`src/rtl/amba3_apb_regfile_if.sv`:
```
`default_nettype none
// ============================================================================
// Module   : amba3_apb_regfile_if
// Brief    : AMBA3 APB bus bundle (request and response) for the register file
// Revision : 1.0 - initial release
// ============================================================================
interface amba3_apb_regfile_if #(
    parameter int ADDR_BITS = 32,
    parameter int DATA_BITS = 32
);
    logic [ADDR_BITS-1:0] paddr;
    logic                 psel;
    logic                 penable;
    logic                 pwrite;
    logic [DATA_BITS-1:0] pwdata;
    logic                 pready;
    logic [DATA_BITS-1:0] prdata;
    logic                 pslverr;

    modport master (
        output paddr, psel, penable, pwrite, pwdata,
        input  pready, prdata, pslverr
    );

    modport slave (
        input  paddr, psel, penable, pwrite, pwdata,
        output pready, prdata, pslverr
    );
endinterface
`default_nettype wire

```
`src/rtl/amba3_apb_regfile.sv`:
```
`default_nettype none
// ============================================================================
// Module   : amba3_apb_regfile
// Brief    : APB3 slave with NUM_REGS word registers and programmable wait states
// Revision : 1.0 - initial release
// ============================================================================
module amba3_apb_regfile #(
    parameter int ADDR_BITS   = 32,
    parameter int DATA_BITS   = 32,
    parameter int NUM_REGS    = 16,
    parameter int WAIT_STATES = 0
) (
    input  wire logic           pclk,
    input  wire logic           preset,
    amba3_apb_regfile_if.slave  apb
);

    localparam int         c_IDX_BITS = $clog2(NUM_REGS);
    localparam logic [3:0] c_WAIT     = 4'(WAIT_STATES);

    typedef enum logic [1:0] {
        S_IDLE   = 2'd0,
        S_ACCESS = 2'd1,
        S_HOLD   = 2'd2
    } state_t;

    state_t                 r_state;
    logic [3:0]             r_wait;
    logic [ADDR_BITS-1:0]   r_addr;
    logic                   r_write;
    logic [DATA_BITS-1:0]   r_wdata;
    logic [DATA_BITS-1:0]   r_regs [NUM_REGS];

    logic [c_IDX_BITS-1:0]  w_idx;
    logic                   w_err;
    logic                   w_done;

    // Decode works on the address captured at setup, never on live paddr.
    assign w_idx  = r_addr[c_IDX_BITS+1:2];
    assign w_err  = (r_addr[1:0] != 2'b00) || (|(r_addr >> (c_IDX_BITS + 2)));
    assign w_done = (r_state == S_ACCESS) && (r_wait == 4'd0) &&
                    apb.psel && apb.penable;

    assign apb.pready  = w_done;
    assign apb.pslverr = w_done && w_err;
    assign apb.prdata  = (w_done && !r_write && !w_err) ? r_regs[w_idx] : '0;

    always_ff @(posedge pclk or posedge preset) begin
        if (preset) begin
            r_state <= S_IDLE;
            r_wait  <= 4'd0;
            r_addr  <= '0;
            r_write <= 1'b0;
            r_wdata <= '0;
        end else begin
            case (r_state)
                S_IDLE: begin
                    if (apb.psel && !apb.penable) begin
                        r_addr  <= apb.paddr;
                        r_write <= apb.pwrite;
                        r_wdata <= apb.pwdata;
                        r_wait  <= c_WAIT;
                        r_state <= S_ACCESS;
                    end
                end
                S_ACCESS: begin
                    if (!apb.psel) begin
                        // Master walked away mid-transfer: drop it silently.
                        r_wait  <= 4'd0;
                        r_state <= S_HOLD;
                    end else if (r_wait != 4'd0) begin
                        r_wait <= r_wait - 4'd1;
                    end else if (w_done) begin
                        r_state <= S_IDLE;
                    end
                end
                S_HOLD: begin
                    if (!apb.psel || !apb.penable) begin
                        r_state <= S_IDLE;
                    end
                end
                default: begin
                    r_state <= S_IDLE;
                end
            endcase
        end
    end

    always_ff @(posedge pclk or posedge preset) begin
        if (preset) begin
            for (int i = 0; i < NUM_REGS; i++) begin
                r_regs[i] <= '0;
            end
        end else if (w_done && r_write && !w_err) begin
            r_regs[w_idx] <= r_wdata;
        end
    end

endmodule
`default_nettype wire

```
`src/flat_wrapper.sv`:
```
// flat-port wrapper written by rule: the top's interface ports become plain ports
module amba3_apb_regfile_flat 
#(
    parameter int ADDR_BITS   = 32,
    parameter int DATA_BITS   = 32,
    parameter int NUM_REGS    = 16,
    parameter int WAIT_STATES = 0
)
  (pclk, preset, apb_paddr, apb_psel, apb_penable, apb_pwrite, apb_pwdata, apb_pready, apb_prdata, apb_pslverr);
  amba3_apb_regfile_if #(.ADDR_BITS(ADDR_BITS), .DATA_BITS(DATA_BITS)) apb_i ();
  input  wire logic pclk;
  input  wire logic preset;
  input wire logic [$bits(apb_i.paddr)-1:0] apb_paddr;
  input wire logic [$bits(apb_i.psel)-1:0] apb_psel;
  input wire logic [$bits(apb_i.penable)-1:0] apb_penable;
  input wire logic [$bits(apb_i.pwrite)-1:0] apb_pwrite;
  input wire logic [$bits(apb_i.pwdata)-1:0] apb_pwdata;
  output wire logic [$bits(apb_i.pready)-1:0] apb_pready;
  output wire logic [$bits(apb_i.prdata)-1:0] apb_prdata;
  output wire logic [$bits(apb_i.pslverr)-1:0] apb_pslverr;
  assign apb_i.paddr = apb_paddr;
  assign apb_i.psel = apb_psel;
  assign apb_i.penable = apb_penable;
  assign apb_i.pwrite = apb_pwrite;
  assign apb_i.pwdata = apb_pwdata;
  assign apb_pready = apb_i.pready;
  assign apb_prdata = apb_i.prdata;
  assign apb_pslverr = apb_i.pslverr;
  amba3_apb_regfile #(.ADDR_BITS(ADDR_BITS), .DATA_BITS(DATA_BITS), .NUM_REGS(NUM_REGS), .WAIT_STATES(WAIT_STATES)) u_core (.pclk(pclk), .preset(preset), .apb(apb_i));
endmodule
```
`config.mk`:
```
export PLATFORM = sky130hd
export DESIGN_NAME = amba3_apb_regfile_flat
export DESIGN_NICKNAME = d
export VERILOG_FILES = /design/src/rtl/amba3_apb_regfile_if.sv /design/src/rtl/amba3_apb_regfile.sv /design/src/flat_wrapper.sv
export SDC_FILE = /design/constraint.sdc
export NUM_CORES = 1
export LEC_CHECK = 0
export CAP_MARGIN = 40
export CORE_ASPECT_RATIO = 1.4
export CORE_UTILIZATION = 30
export DETAILED_ROUTE_END_ITERATION = 7
export SKIP_CTS_REPAIR_TIMING = 1
export SKIP_LAST_GASP = 1
export SLEW_MARGIN = 20
export SYNTH_ARGS = -nofsm -noshare
export SYNTH_HDL_FRONTEND = slang
export SYNTH_SLANG_ARGS = --single-unit
export TNS_END_PERCENT = 1
```
`constraint.sdc`:
```
create_clock -name pclk -period 29 [get_ports pclk]
set_input_delay 2.9 -clock pclk [delete_from_list [all_inputs] [get_ports pclk]]
set_output_delay 2.9 -clock pclk [all_outputs]
set_load 0.01 [all_outputs]
```
After elaboration in Yosys (flattened, before gate mapping)
Index checks and enable logic that the tools add are counted.
{ "op_classes": {"magnitude_cmp": 2, "muxes": 17, "n_eq_ne": 7, "bitwise": 1, "n_addsub": 1, "n_reduce_logical": 25} }
{ "ops": {"columns": ["cell", "count"], "rows": [
  ["512-bit bitwise mux", 1],
  ["32-bit binary-select mux with 4-bit select", 1],
  ["32-bit demux with 4-bit select", 1],
  ["32-bit two-way mux", 4],
  ["26-bit OR reduction", 1],
  ["4-bit two-way mux", 3],
  ["1-bit logical AND", 10],
  ["2-bit two-way mux", 5],
  ["4-bit one-hot mux with 2 select lines", 1],
  ["3-bit != test, second input constant", 2],
  ["2-bit one-hot mux with 3 select lines", 1],
  ["5-bit >= comparator, second input constant", 1],
  ["5-bit by 1-bit < comparator with 1-bit output, second input constant", 1],
  ["4-bit NOT with 5-bit output", 1],
  ["1-bit zero test", 4],
  ["4-bit zero test", 1],
  ["2-bit by 1-bit != test with 1-bit output, second input constant", 2],
  ["4-bit AND reduction", 1],
  ["2-bit nonzero test", 2],
  ["4-bit nonzero test", 1],
  ["4-bit by 1-bit subtractor with 4-bit output, second input constant", 1],
  ["3-bit by 2-bit != test with 1-bit output, second input constant", 1],
  ["3-bit AND reduction", 1],
  ["2-bit by 1-bit == test with 1-bit output, second input constant", 1],
  ["other kinds (4)", 5]
]} }
{ "totals": {"input_bits": 69, "wordCells": 74, "reg_bits": 583} }

Logic depth before layout (Yosys ltp)
{ "depth": {"word_depth": 8, "depth_mapped": 10, "ltp_nobuf": 6} }

Worst setup path before layout
No wires, ideal clock.
{ "synth_timing": {"path_kind": "input-to-output", "from": "input apb_psel", "to": "output apb_prdata[0]", "slack_ns": 21.601, "stages": 8, "path_buffers": 4, "arrival_time_ns": 4.499, "cell_sequence": "nand3b_1 > or3_1 > buf_6 > buf_6 > or4_1 > clkbuf_1 > clkbuf_1 > a21oi_1"} }
{ "synth_via": {"elab_chain_cells": 5} }
{ "synth_rtl": {"columns": ["item", "line_no", "source"], "rows": [
  ["start: declaration", "flat_wrapper.sv:14", "input wire logic [$bits(apb_i.psel)-1:0] apb_psel;"],
  ["1-bit logical AND", "amba3_apb_regfile.sv:41", "assign w_done = (r_state == S_ACCESS) && (r_wait == 4'd0) &&"],
  ["1-bit logical AND", "amba3_apb_regfile.sv:42", "apb.psel && apb.penable;"],
  ["1-bit logical AND (2 in series)", "amba3_apb_regfile.sv:46", "assign apb.prdata = (w_done && !r_write && !w_err) ? r_regs[w_idx] : '0;"],
  ["32-bit two-way mux", "amba3_apb_regfile.sv:46", null],
  ["end: declaration", "flat_wrapper.sv:19", "output wire logic [$bits(apb_i.prdata)-1:0] apb_prdata;"]
]} }
No other way between the ends.

Worst setup path after layout
{ "layout_timing": {"from": "input apb_penable", "to": "output apb_prdata[21]"} }
{ "layout_via": {"elab_chain_cells": 4} }
{ "layout_rtl": {"columns": ["item", "line_no", "source"], "rows": [
  ["start: declaration", "flat_wrapper.sv:15", "input wire logic [$bits(apb_i.penable)-1:0] apb_penable;"],
  ["1-bit logical AND", "amba3_apb_regfile.sv:42", null],
  ["1-bit logical AND (2 in series)", "amba3_apb_regfile.sv:46", null],
  ["32-bit two-way mux", "amba3_apb_regfile.sv:46", null]
]} }
No other way between the ends.

==> results.py <==
metrics = {
    "run_status": {
        "status": "completed",
    },
    "timing": {
        "worst_pin_slew_ps": 968,
        "slew_violations": 0,
        "finalSetupViolCount": 0,
        "min_period_over_period": 0.314,
        "timing.fmax_mhz": 110,
        "hold_viol_final": 0,
        "fin_tns_setup_ps": 0,
        "rsz0062_at_grt": "no",
        "period_needed_ps": 9110,
        "slew_headroom": 0.355,
        "finalClockSkew_ps": 26.6,
    },
    "final_layout": {
        "multi_input_area_um2": 11200,
        "syn_to_final_growth_pct": 14.8,
        "drive_above_1_share": 0.492,
        "nets": 1743,
        "nFillCells": 8524,
        "seq_area_um2": 14600,
    },
    "global_route": {
        "grt_pass1_wl_um": 103000,
        "track_usage": 0.151,
        "globalRoute.totalOverflow": 0,
        "grt_pass1_vias": 15800,
        "grt_max_degree": 183,
        "antenna_found_initial": 1,
    },
    "synthesis": {
        "yosysTopAreaCellShare": 0.545,
        "synth.largest_area_cell": "dfrtp_1",
        "synth-edff-count": 0,
        "synth_flop_cell": "dfrtp_1",
        "yosysMostFrequentCell": "dfrtp_1",
        "netlist_area_um2": 26800,
        "avgSynthCellArea_um2": 16.5,
        "synthTopCellsByCount": "dfrtp_1 (583), mux2_2 (377), mux2_4 (180), mux4_2 (128), clkbuf_1 (84)",
        "yosys_warnings": 0,
        "seq_area_frac_synth": 0.545,
        "netlist_top_cells_area": "dfrtp_1 (54%), mux2_2 (16%), mux4_2 (11%), mux2_4 (10%), a22oi_1 (1.8%)",
        "synth_cell_type_count": 32,
        "ys_ff_latch": 583,
        "async_flop_share": 1.00,
        "syn_inst": 1626,
        "syn-num-nets": 1697,
    },
    "clock_tree": {
        "numCtsBuffers": 56,
        "htreeDepth": 2,
        "clock_latency_ps": 630,
        "root_buffer": "clkbuf_16",
        "clk_pin_slew_worst_paths_ps": 60,
        "cts_tree": "built",
        "cts.sinks": 583,
        "clockBufferDepth": 3,
    },
    "floorplan": {
        "initial_core_util": 0.303,
        "core_region_area_um2": 88400,
        "row_count": 129,
        "die_area_um2": 90500,
        "io_pins": 103,
        "die_h_um": 356,
        "die_x_um": 255,
    },
    "worst_setup_path": {
        "reg2reg_depth": 6,
        "timing.critical_path.mode_cell": "clkdlybuf4s50_1",
        "max_stage_delay_ps": 1000,
        "setup.worst_path.start": "apb_penable",
        "cp-start-kind": "input pin",
        "worstSetupPathType": "input pin to output port",
        "arrival_ps": 6210,
        "cp_cell_sequence": "clkdlybuf4s50_1 -> inv_1 -> or3_1 -> or4_2 -> buf_16 -> a21oi_1 -> clkdlybuf4s50_1",
        "crit_required_ps": 26100,
        "crit_path_top_delay_cell": "or4_2",
        "endpoint": "apb_prdata[21]",
        "path_max_fanout": 19,
        "critPathCaptureType": "output port",
        "regToRegStartpoint": "u_core.r_addr[3]",
        "r2r_end": "u_core.r_regs[165]",
        "rrSetupSlack_ps": 24970,
    },
    "min_path": {
        "hp-class": "flop to flop",
    },
    "run": {
        "maxCapViolations": 0,
    },
    "pwr": {
        "p_comb_frac": 0.112,
        "power.switching_mw": 0.532,
        "p_total_mw": 1.89,
        "power_frac_clock": 0.397,
        "switching_share": 0.282,
        "cellLeakagePower_nw": 14.6,
        "p_int_mw": 1.36,
        "p_seq_frac": 0.491,
        "peakVddDrop_v": 0.0000501,
        "power_per_cell_area_nw_per_um2": 61.4,
    },
    "placement": {
        "post-dp-hpwl_um": 39000,
        "place.gp.congestion": 0.703,
        "port_buffers": 102,
    },
    "drt": {
        "wl_per_cell_um": 23.1,
        "ant_nets": 0,
        "drtPass1Iterations": 4,
        "first_iter_violations": 1024,
        "drc_errors": 0,
        "vias": 14500,
        "viasPerCell": 5.01,
        "routed_wl_um": 66800,
    },
}
worst max-delay path, delay by kind of cell:
kind / cells / cell delay (ps)
AO/OA/AOI/OAI: 1 / 150
buffers and inverters: 4 / 1490
AND/OR/NAND/NOR: 2 / 1660
how the worst min path moves through the flow:
stage	from	end	slack, ps	cells past startpoint
detailed placement	u_core.r_regs[1]	u_core.r_regs[1]	480	1
floorplan	u_core.r_regs[35]	u_core.r_regs[35]	460	1
global route	u_core.r_regs[1]	u_core.r_regs[1]	510	1
finish	u_core.r_regs[1]	u_core.r_regs[1]	490	1
CTS	u_core.r_regs[1]	u_core.r_regs[1]	490	1
global placement	u_core.r_regs[48]	u_core.r_regs[48]	470	1
kinds of logic after synthesis:
kind of cell	Yosys count	synth area share
buffers and inverters	164	0.0376
adder cells (fa/ha/maj)	2	0.000934
multiplexers	705	0.375
flip-flops	583	0.545
AO/OA/AOI/OAI	106	0.0261
AND/OR/NAND/NOR	66	0.0153
routing by layer:
| layer | wire length (um) | GRT usage | up-vias |
|---|---|---|---|
| met5 | 13 | 0 | - |
| met4 | 2280 | 0.0539 | 2 |
| met3 | 2160 | 0.0232 | 112 |
| met2 | 33200 | 0.250 | 266 |
| met1 | 29200 | 0.201 | 7968 |
| li1 | - | - | 6167 |
placed cells by master (no fill, tap or decap), types with 4 or more instances in the layout:
cell	instances
or3_1	5
a22oi_1	64
mux2_4	180
dfrtp_1	581
nand3_1	14
nor4_1	7
buf_4	32
buf_16	5
clkbuf_8	11
inv_1	6
buf_12	5
mux4_2	128
nand4_1	5
clkbuf_1	13
a21oi_1	36
bufinv_16	4
mux2_1	20
clkdlybuf4s50_1	102
or4_2	16
mux2_2	377
nor2_1	4
clkbuf_16	56
clkinv_2	11
state kept, by name (all words and copies together) (netlist names):
signal          count
u_core.r_wdata     32
u_core.r_write      1
u_core.r_state      2
u_core.r_wait       4
u_core.r_regs     512
u_core.r_addr      32
cell type report:
cell class                 count  area share
clock inverter                23     0.00883
sequential                   583       0.475
multi-input combinational    879       0.366
tap                         1179      0.0480
antenna                        1   0.0000814
inverter                       7     0.00110
timing repair buffer         145      0.0491
clock buffer                  80      0.0521
through the flow:
stage | hold WS (ps) | util | std cells | area (um2) | setup WS (ps)
3_5_place_dp | 477 | 0.326 | 2790 | 28800 | 19880
3_3_place_gp | 468 | 0.324 | 2783 | 28600 | 19880
2_1_floorplan | 459 | - | 1626 | 26800 | 9790
5_1_grt | 506 | 0.348 | 2896 | 30700 | 19760
4_1_cts | 490 | 0.347 | 2893 | 30700 | 19880
6_report | 486 | 0.348 | 2897 | 30700 | 19890
power groups by stage:
| stage | logic [mW] | registers, mW | clock network [mW] |
|---|---|---|---|
| finish | 0.211 | 0.928 | 0.750 |
| global route | 0.227 | 0.939 | 0.806 |
| CTS | 0.214 | 0.928 | 0.774 |
| detailed placement | 0.214 | 0.944 | 0 |
| global placement | 0.204 | 0.938 | 0 |
| floorplan | 0.183 | 0.880 | 0 |
No activity file was read; power rests on OpenSTA's default activity.
